`config.mk`:
```
export PLATFORM = sky130hd
export DESIGN_NAME = alu_seq_controller
export DESIGN_NICKNAME = d
export VERILOG_FILES = /design/src/rtl/alu_ctrl_pkg.sv /design/src/rtl/md_iter_unit.sv /design/src/rtl/alu_seq_controller.sv
export SDC_FILE = /design/constraint.sdc
export NUM_CORES = 1
export LEC_CHECK = 0
export ABC_CLOCK_PERIOD_IN_PS = 15200
export BUFFER_PORTS_ARGS = -buffer_cell sky130_fd_sc_hd__buf_2
export CAP_MARGIN = 20
export CORE_MARGIN = 2
export CORE_UTILIZATION = 37
export CTS_CLUSTER_DIAMETER = 40
export CTS_CLUSTER_SIZE = 24
export DETAILED_ROUTE_END_ITERATION = 6
export PLACE_DENSITY = 0.63
export SLEW_MARGIN = 20
export SYNTH_ARGS = -nofsm -noshare
export SYNTH_HDL_FRONTEND = slang
export SYNTH_SLANG_ARGS = --single-unit
```
`constraint.sdc`:
```
create_clock -name clk -period 15.2 [get_ports clk]
set_input_delay 3.04 -clock clk [delete_from_list [all_inputs] [get_ports clk]]
set_output_delay 3.04 -clock clk [all_outputs]
set_load 0.05 [all_outputs]
```
`src/rtl/alu_ctrl_pkg.sv`:
```
// Shared definitions for the ALU control unit: operation codes, ALUOp and
// Funct7 encodings, the multiply/divide sequencer state type, and the base
// Funct3-to-operation mapping used by both R-type and I-type decode.
`timescale 1ns/1ps
package alu_ctrl_pkg;

  localparam logic [3:0] OP_AND  = 4'b0000;
  localparam logic [3:0] OP_OR   = 4'b0001;
  localparam logic [3:0] OP_ADD  = 4'b0010;
  localparam logic [3:0] OP_SLL  = 4'b0011;
  localparam logic [3:0] OP_SRL  = 4'b0100;
  localparam logic [3:0] OP_SRA  = 4'b0101;
  localparam logic [3:0] OP_SUB  = 4'b0110;
  localparam logic [3:0] OP_SLT  = 4'b0111;
  localparam logic [3:0] OP_SLTU = 4'b1000;
  localparam logic [3:0] OP_XOR  = 4'b1100;
  localparam logic [3:0] OP_MD   = 4'b1111;

  localparam logic [1:0] ALUOP_LDST   = 2'b00;
  localparam logic [1:0] ALUOP_BRANCH = 2'b01;
  localparam logic [1:0] ALUOP_RTYPE  = 2'b10;
  localparam logic [1:0] ALUOP_ITYPE  = 2'b11;

  localparam logic [6:0] F7_BASE   = 7'b0000000;
  localparam logic [6:0] F7_ALT    = 7'b0100000;
  localparam logic [6:0] F7_MULDIV = 7'b0000001;

  typedef enum logic [2:0] {
    ST_IDLE = 3'd0,
    ST_MUL  = 3'd1,
    ST_DIV  = 3'd2,
    ST_FIX  = 3'd3,
    ST_DONE = 3'd4
  } md_state_e;

  // Funct3 mapping shared by R-type (Funct7=0) and I-type arithmetic.
  function automatic logic [3:0] base_op(input logic [2:0] f3);
    logic [3:0] op;
    case (f3)
      3'b000:  op = OP_ADD;
      3'b001:  op = OP_SLL;
      3'b010:  op = OP_SLT;
      3'b011:  op = OP_SLTU;
      3'b100:  op = OP_XOR;
      3'b101:  op = OP_SRL;
      3'b110:  op = OP_OR;
      default: op = OP_AND;
    endcase
    return op;
  endfunction

endpackage

```
`src/rtl/md_iter_unit.sv`:
```
// Iterative RV32M datapath: shift-add multiply and restoring divide on
// operand magnitudes, one bit per step, with a down-counter that reports
// the final step. The sign correction is applied combinationally on the
// result output so the controller can capture it in its FIX cycle.
// When EARLY_EN is set, divide-by-zero, signed overflow and multiply by
// zero are recognised at start and the registers are preloaded with the
// final magnitudes so no stepping is needed.
`timescale 1ns/1ps
module md_iter_unit #(
  parameter int XLEN     = 32,
  parameter bit EARLY_EN = 1'b0
) (
  input  logic            clk,
  input  logic            reset,
  input  logic            start,
  input  logic            is_div,
  input  logic [2:0]      funct3,
  input  logic [XLEN-1:0] opa,
  input  logic [XLEN-1:0] opb,
  input  logic            step,
  output logic            early,
  output logic            cnt_zero,
  output logic [XLEN-1:0] result
);

  localparam int CW = (XLEN > 1) ? $clog2(XLEN) : 1;
  localparam logic [XLEN-1:0] MOST_NEG = {1'b1, {(XLEN-1){1'b0}}};

  logic [XLEN-1:0] acc_q, acc_d;
  logic [XLEN-1:0] lo_q, lo_d;
  logic [XLEN-1:0] dsr_q, dsr_d;
  logic [CW-1:0]   cnt_q, cnt_d;
  logic            is_div_q, is_div_d;
  logic [2:0]      f3_q, f3_d;
  logic            neg_q, neg_d;

  logic            a_signed, b_signed, sa, sb;
  logic            a_zero, b_zero, ovf, special, neg_start;
  logic [XLEN-1:0] a_mag, b_mag;
  logic [XLEN:0]   shifted, diff, sum;
  logic [2*XLEN-1:0] prod, prod_s;
  logic [XLEN-1:0] mul_res, div_val, div_res;

  // Operand classification at start: signedness, magnitudes, special cases.
  always_comb begin
    a_signed  = is_div ? ~funct3[0] : (funct3[1:0] != 2'b11);
    b_signed  = is_div ? ~funct3[0] : ~funct3[1];
    sa        = a_signed & opa[XLEN-1];
    sb        = b_signed & opb[XLEN-1];
    a_mag     = sa ? -opa : opa;
    b_mag     = sb ? -opb : opb;
    a_zero    = (opa == '0);
    b_zero    = (opb == '0);
    ovf       = is_div & ~funct3[0] & (opa == MOST_NEG) & (opb == '1);
    special   = is_div ? (b_zero | ovf) : (a_zero | b_zero);
    // Quotient of a divide-by-zero stays all ones, so it is never negated;
    // a remainder always follows the dividend's sign.
    if (is_div) neg_start = funct3[1] ? sa : ((sa ^ sb) & ~b_zero);
    else        neg_start = sa ^ sb;
  end

  assign early = EARLY_EN && special;

  // Load on start, otherwise advance one multiply or divide bit per step.
  always_comb begin
    acc_d    = acc_q;
    lo_d     = lo_q;
    dsr_d    = dsr_q;
    cnt_d    = cnt_q;
    is_div_d = is_div_q;
    f3_d     = f3_q;
    neg_d    = neg_q;
    shifted  = {acc_q, lo_q[XLEN-1]};
    diff     = shifted - {1'b0, dsr_q};
    sum      = {1'b0, acc_q} + (lo_q[0] ? {1'b0, dsr_q} : '0);
    if (start) begin
      cnt_d    = CW'(XLEN - 1);
      is_div_d = is_div;
      f3_d     = funct3;
      neg_d    = neg_start;
      acc_d    = '0;
      lo_d     = is_div ? a_mag : b_mag;
      dsr_d    = is_div ? b_mag : a_mag;
      if (early) begin
        if (!is_div)     lo_d = '0;
        else if (b_zero) begin
          acc_d = a_mag;
          lo_d  = '1;
        end
      end
    end else if (step) begin
      if (cnt_q != '0) cnt_d = cnt_q - 1'b1;
      if (is_div_q) begin
        if (!diff[XLEN]) begin
          acc_d = diff[XLEN-1:0];
          lo_d  = {lo_q[XLEN-2:0], 1'b1};
        end else begin
          acc_d = shifted[XLEN-1:0];
          lo_d  = {lo_q[XLEN-2:0], 1'b0};
        end
      end else begin
        acc_d = sum[XLEN:1];
        lo_d  = {sum[0], lo_q[XLEN-1:1]};
      end
    end
  end

  // Datapath registers.
  always_ff @(posedge clk) begin
    if (reset) begin
      acc_q    <= '0;
      lo_q     <= '0;
      dsr_q    <= '0;
      cnt_q    <= '0;
      is_div_q <= 1'b0;
      f3_q     <= 3'b000;
      neg_q    <= 1'b0;
    end else begin
      acc_q    <= acc_d;
      lo_q     <= lo_d;
      dsr_q    <= dsr_d;
      cnt_q    <= cnt_d;
      is_div_q <= is_div_d;
      f3_q     <= f3_d;
      neg_q    <= neg_d;
    end
  end

  assign cnt_zero = (cnt_q == '0);

  // Sign correction and selection of the architectural result.
  always_comb begin
    prod    = {acc_q, lo_q};
    prod_s  = neg_q ? -prod : prod;
    mul_res = (f3_q[1:0] == 2'b00) ? prod_s[XLEN-1:0] : prod_s[2*XLEN-1:XLEN];
    div_val = f3_q[1] ? acc_q : lo_q;
    div_res = neg_q ? -div_val : div_val;
    result  = is_div_q ? div_res : mul_res;
  end

endmodule

```
`src/rtl/alu_seq_controller.sv`:
```
// ALU control unit: decodes ALUOp/Funct7/Funct3 into the ALU operation code
// with a registered, one-cycle output, and sequences RV32M ops through
// md_iter_unit while stalling upstream with busy.
// Build option: MD_EARLY_OUT_EN shortcuts divide-by-zero, signed overflow
// and multiply-by-zero past the iteration phase.
//
//   state | meaning
//   IDLE  | ready for a new instruction; non-M ops complete from here
//   MUL   | shift-add iterations, counter XLEN-1 down to 0
//   DIV   | restoring-divide iterations, counter XLEN-1 down to 0
//   FIX   | sign-corrected result captured into the output register
//   DONE  | out_valid pulse for the M op; still busy
`timescale 1ns/1ps
module alu_seq_controller
  import alu_ctrl_pkg::*;
#(
  parameter int XLEN = 32,
  parameter int OP_W = 4
) (
  input  logic            clk,
  input  logic            reset,
  input  logic            in_valid,
  output logic            in_ready,
  input  logic [1:0]      ALUOp,
  input  logic [6:0]      Funct7,
  input  logic [2:0]      Funct3,
  input  logic [XLEN-1:0] opa,
  input  logic [XLEN-1:0] opb,
  output logic            out_valid,
  output logic [OP_W-1:0] Operation,
  output logic [XLEN-1:0] md_result,
  output logic            out_illegal,
  output logic            busy
);

`ifdef MD_EARLY_OUT_EN
  localparam bit EARLY_EN = 1'b1;
`else
  localparam bit EARLY_EN = 1'b0;
`endif

  md_state_e       state_q, state_d;
  logic            out_valid_q, out_valid_d;
  logic [OP_W-1:0] operation_q, operation_d;
  logic [XLEN-1:0] md_result_q, md_result_d;
  logic            illegal_q, illegal_d;

  logic [3:0]      dec_op;
  logic            dec_illegal;
  logic            accept;
  logic            md_start, md_step, md_early, md_cnt_zero;
  logic [XLEN-1:0] md_res;

  // Instruction field decode into the 4-bit operation code.
  always_comb begin
    dec_op      = OP_ADD;
    dec_illegal = 1'b0;
    case (ALUOp)
      ALUOP_LDST:   dec_op = OP_ADD;
      ALUOP_BRANCH: dec_op = OP_SUB;
      ALUOP_RTYPE: begin
        if (Funct7 == F7_BASE) begin
          dec_op = base_op(Funct3);
        end else if (Funct7 == F7_ALT && Funct3 == 3'b000) begin
          dec_op = OP_SUB;
        end else if (Funct7 == F7_ALT && Funct3 == 3'b101) begin
          dec_op = OP_SRA;
        end else if (Funct7 == F7_MULDIV) begin
          dec_op = OP_MD;
        end else begin
          dec_op      = OP_ADD;
          dec_illegal = 1'b1;
        end
      end
      ALUOP_ITYPE: begin
        // Immediates carry no SUB/MD forms; only the shift-type bit matters.
        if (Funct3 == 3'b101 && Funct7[5]) dec_op = OP_SRA;
        else                               dec_op = base_op(Funct3);
      end
      default: dec_op = OP_ADD;
    endcase
  end

  assign in_ready = (state_q == ST_IDLE) && !reset;
  assign accept   = in_valid && in_ready;
  assign busy     = (state_q != ST_IDLE);

  // Sequencer next state and output register updates.
  always_comb begin
    state_d     = state_q;
    out_valid_d = 1'b0;
    operation_d = operation_q;
    md_result_d = md_result_q;
    illegal_d   = illegal_q;
    md_start    = 1'b0;
    md_step     = 1'b0;
    case (state_q)
      ST_IDLE: begin
        if (accept) begin
          if (dec_op == OP_MD) begin
            md_start = 1'b1;
            // Shortcut cases have their result preloaded, so only the
            // capture cycle remains.
            if (md_early)       state_d = ST_FIX;
            else if (Funct3[2]) state_d = ST_DIV;
            else                state_d = ST_MUL;
          end else begin
            out_valid_d = 1'b1;
            operation_d = OP_W'(dec_op);
            md_result_d = '0;
            illegal_d   = dec_illegal;
          end
        end
      end
      ST_MUL, ST_DIV: begin
        md_step = 1'b1;
        if (md_cnt_zero) state_d = ST_FIX;
      end
      ST_FIX: begin
        state_d     = ST_DONE;
        out_valid_d = 1'b1;
        operation_d = OP_W'(OP_MD);
        md_result_d = md_res;
        illegal_d   = 1'b0;
      end
      ST_DONE: state_d = ST_IDLE;
      default: state_d = ST_IDLE;
    endcase
  end

  // State and registered outputs; reset wins over a same-cycle accept.
  always_ff @(posedge clk) begin
    if (reset) begin
      state_q     <= ST_IDLE;
      out_valid_q <= 1'b0;
      operation_q <= '0;
      md_result_q <= '0;
      illegal_q   <= 1'b0;
    end else begin
      state_q     <= state_d;
      out_valid_q <= out_valid_d;
      operation_q <= operation_d;
      md_result_q <= md_result_d;
      illegal_q   <= illegal_d;
    end
  end

  md_iter_unit #(
    .XLEN     (XLEN),
    .EARLY_EN (EARLY_EN)
  ) u_md (
    .clk      (clk),
    .reset    (reset),
    .start    (md_start),
    .is_div   (Funct3[2]),
    .funct3   (Funct3),
    .opa      (opa),
    .opb      (opb),
    .step     (md_step),
    .early    (md_early),
    .cnt_zero (md_cnt_zero),
    .result   (md_res)
  );

  assign out_valid   = out_valid_q;
  assign Operation   = operation_q;
  assign md_result   = md_result_q;
  assign out_illegal = illegal_q;

endmodule

```
==> flow_metrics.py <==
metrics = {
    "worst_setup_path": {
        "crit_family": "buffers and inverters",
        "worstPathArrival_ns": 3.62,
        "startpoint_type": "input pin",
        "cp_common_cell": "buf_2",
        "crit_type": "in2out",
        "crit_path_max_fanout": 3,
        "end_kind": "output pin",
        "cp.buffers_inverters": 2,
        "crit_slowest_cell": "buf_2",
        "critPathRequiredTime_ns": 12.16,
        "crit_chain": "buf_2 > nor2_1 > buf_2",
        "max_stage_delay_ns": 0.30,
    },
    "floorplanning": {
        "start_util": 0.375,
        "fp.dieW_um": 205,
        "row_count": 73,
        "fp.coreArea_sq_mm": 0.0397,
        "io_pins": 119,
        "die_h_um": 205,
        "dieArea_sq_mm": 0.0419,
    },
    "clock_network": {
        "cts_sinks": 146,
        "htreeDepth": 4,
        "cts_buffer_depth": 2,
        "cts_tree": "built",
        "post_cts_resized": 0,
        "path_clk_slew_ns": 0.07,
        "cts_buffers": 17,
        "cts_root_buf": "clkbuf_16",
        "insertion_delay_ns": 0.45,
        "hold_buffers": 0,
        "postCtsSetupBuffers": 0,
    },
    "power": {
        "p_per_area_mw_per_mm2": 121,
        "peakVddDrop_mv": 0.105,
        "p_leak_uw": 0.00629,
    },
    "sta": {
        "hold_viol": 0,
        "max_slew.worst_pin.slew_ns": 1.01,
        "final.min_clock_period_ns": 6.66,
        "post-route-period-util": 0.438,
        "tns_ns": 0,
        "finalWorstSetupSlack_ns": 8.54,
        "relSlewSlack": 0.317,
        "drv_slew": 0,
        "skew_ns": 0.0179,
        "max_freq_ghz": 0.150,
        "setup_violations": 0,
        "grt_setup_unrepaired": "false",
    },
    "finish": {
        "layout_commonest_cell": "nor2_1",
        "drive_gt1_frac": 0.109,
        "synthToLayoutAreaGrowth_pct": 8.98,
        "n_fill_cell": 4099,
        "layout_common_cells": "nor2_1 (202), nand2_1 (194), a21oi_1 (194)",
        "diodes": 0,
        "final_nets": 2214,
        "postLayoutCoreUtil": 0.409,
    },
    "detailed_routing": {
        "drtIter0Drc": 1456,
        "vias": 15700,
        "vias_per_cell": 6.02,
        "drtPass1Iterations": 6,
        "ant_nets": 0,
        "wire_per_inst_um": 20.2,
        "drc": 0,
        "drt_wl_total_mm": 52.4,
    },
    "placement": {
        "gp_congestion": 0.939,
        "pre_cts_ws_ns": 8.55,
        "port_buffers": 118,
        "hpwl_mm": 39.3,
    },
    "synthesis": {
        "synth_cells": 2068,
        "synthArstFlopShare": 0,
        "ys.flop_type": "dfxtp_1",
        "ys_seq_area_frac": 0.196,
        "synth-seq-cells": 146,
        "yosysWarnings": 0,
        "synth_edf_count": 0,
        "synth_area_sq_mm": 0.0149,
        "synth_nets": 2219,
        "syn_area_per_cell_sq_um": 7.21,
        "yosysUniqueCellTypes": 78,
    },
    "run": {
        "max_cap_viol_count": 0,
    },
    "worst_hold_path": {
        "hold_class": "reg2reg",
    },
    "global_route": {
        "grt_max_degree": 101,
        "grt_pass1_wl_mm": 81.3,
        "antenna_found_initial": 0,
        "grt_overflow": 0,
        "grt_pass1_vias": 14300,
        "grt_usage": 0.246,
    },
    "run_status": {
        "outcome": "finished, final reports clean",
    },
}
## final timing paths
| path | end | startpoint | slack (ns) | cells past startpoint |
|---|---|---|---|---|
| setup / recovery | in_ready | reset | 8.54 | 3 |
| hold / removal | md_result[0] | md_result[0] | 0.45 | 2 |
| setup reg to reg | u_md.acc_q[27] | u_md.lo_q[0] | 10.04 | 13 |
| hold reg to reg | md_result[0] | md_result[0] | 0.45 | 2 |
## kinds of logic after synthesis
family,after synthesis,share of synthesized area
xor gates and xnor gates,207,0.122
muxes,93,0.0635
adders and majority gates,72,0.0614
DFF,146,0.196
AOI/OAI and AO/OA,686,0.295
buffers and inverters,231,0.0614
and+or+nand+nor,633,0.201
## cell usage after synthesis, types with 11 or more instances
master      n  area share
nor3_1     52       0.017
nand3_1    23      0.0077
buf_2      11      0.0037
a211oi_1   43       0.022
a21o_1     31       0.016
or3_1      24       0.010
a22oi_1    16      0.0081
inv_1      68       0.017
xor2_1    111       0.065
a21oi_1   195       0.065
dfxtp_1   146        0.20
or4_1      14      0.0071
nor2b_1    18      0.0076
and2_1     12      0.0050
ha_1       70       0.059
o21a_1     12      0.0060
o41ai_1    15      0.0088
o21ai_0   139       0.047
mux2_2     12      0.0091
nand4_1    12      0.0050
o31ai_1    45       0.023
nor2_1    204       0.051
nor4_1     17      0.0071
clkbuf_1  135       0.034
o211ai_1   60       0.030
xnor2_1    96       0.056
a31oi_1    24       0.010
mux2i_1    81       0.054
nand2_1   194       0.049
nand2b_1   12      0.0050
## layer usage
layer  wire length, um  track usage  up-vias  part of all wire
met5                 0            0        -                 0
met1             23800        0.342     7454              0.45
met4              1570       0.0787        0             0.030
met3              3690       0.0282       81             0.070
met2             23400        0.395      638              0.45
li1                  -            -     7496                 -
## layout make-up
class,count,area [sq um],share of cell area
clock buffers,18,429,0.0264
clock inverters,14,119,0.00732
inverters,68,255,0.0157
multi-input cells,1691,11100,0.684
flip-flops and latches,146,2930,0.180
well taps,525,657,0.0404
repair buffers,139,748,0.0461
## where the power goes
| part | internal, uW | switching [uW] |
|---|---|---|
| logic | 404 | 663 |
| registers | 408 | 77.3 |
| clock network | 214 | 202 |
| total | 1030 | 943 |
## sequential cells by signal (all words and copies together), names as in the netlist, 2 cells and up
name / count
md_result: 32
u_md.acc_q: 32
u_md.dsr_q: 32
u_md.lo_q: 32
u_md.cnt_q: 5
Operation: 4
state_q: 3
u_md.f3_q: 2
## stage by stage
stage | instance area [sq um] | instances | total power, uW | hold WS [ns]
after detailed placement | 15700 | 2569 | 1530 | 0.439
final | 16200 | 2601 | 1970 | 0.448
after global placement | 15700 | 2569 | 1520 | 0.439
after CTS | 16200 | 2601 | 1940 | 0.455
after floorplan | 14900 | 2068 | 1260 | 0.432
after global routing | 16200 | 2601 | 2080 | 0.482
## worst register-to-register path, cell delays in order (launching register included)
cell	delay (ns)
dfxtp_1	0.42
inv_1	0.56
nor2_1	0.20
fa_1	0.47
a21o_1	0.20
a221oi_1	0.67
a22oi_1	0.33
a41oi_1	0.43
o21ai_0	0.24
a31oi_1	0.56
o311ai_0	0.42
xor2_1	0.24
o221ai_1	0.20
a21oi_1	0.07
No activity file was read; power rests on OpenSTA's default activity.
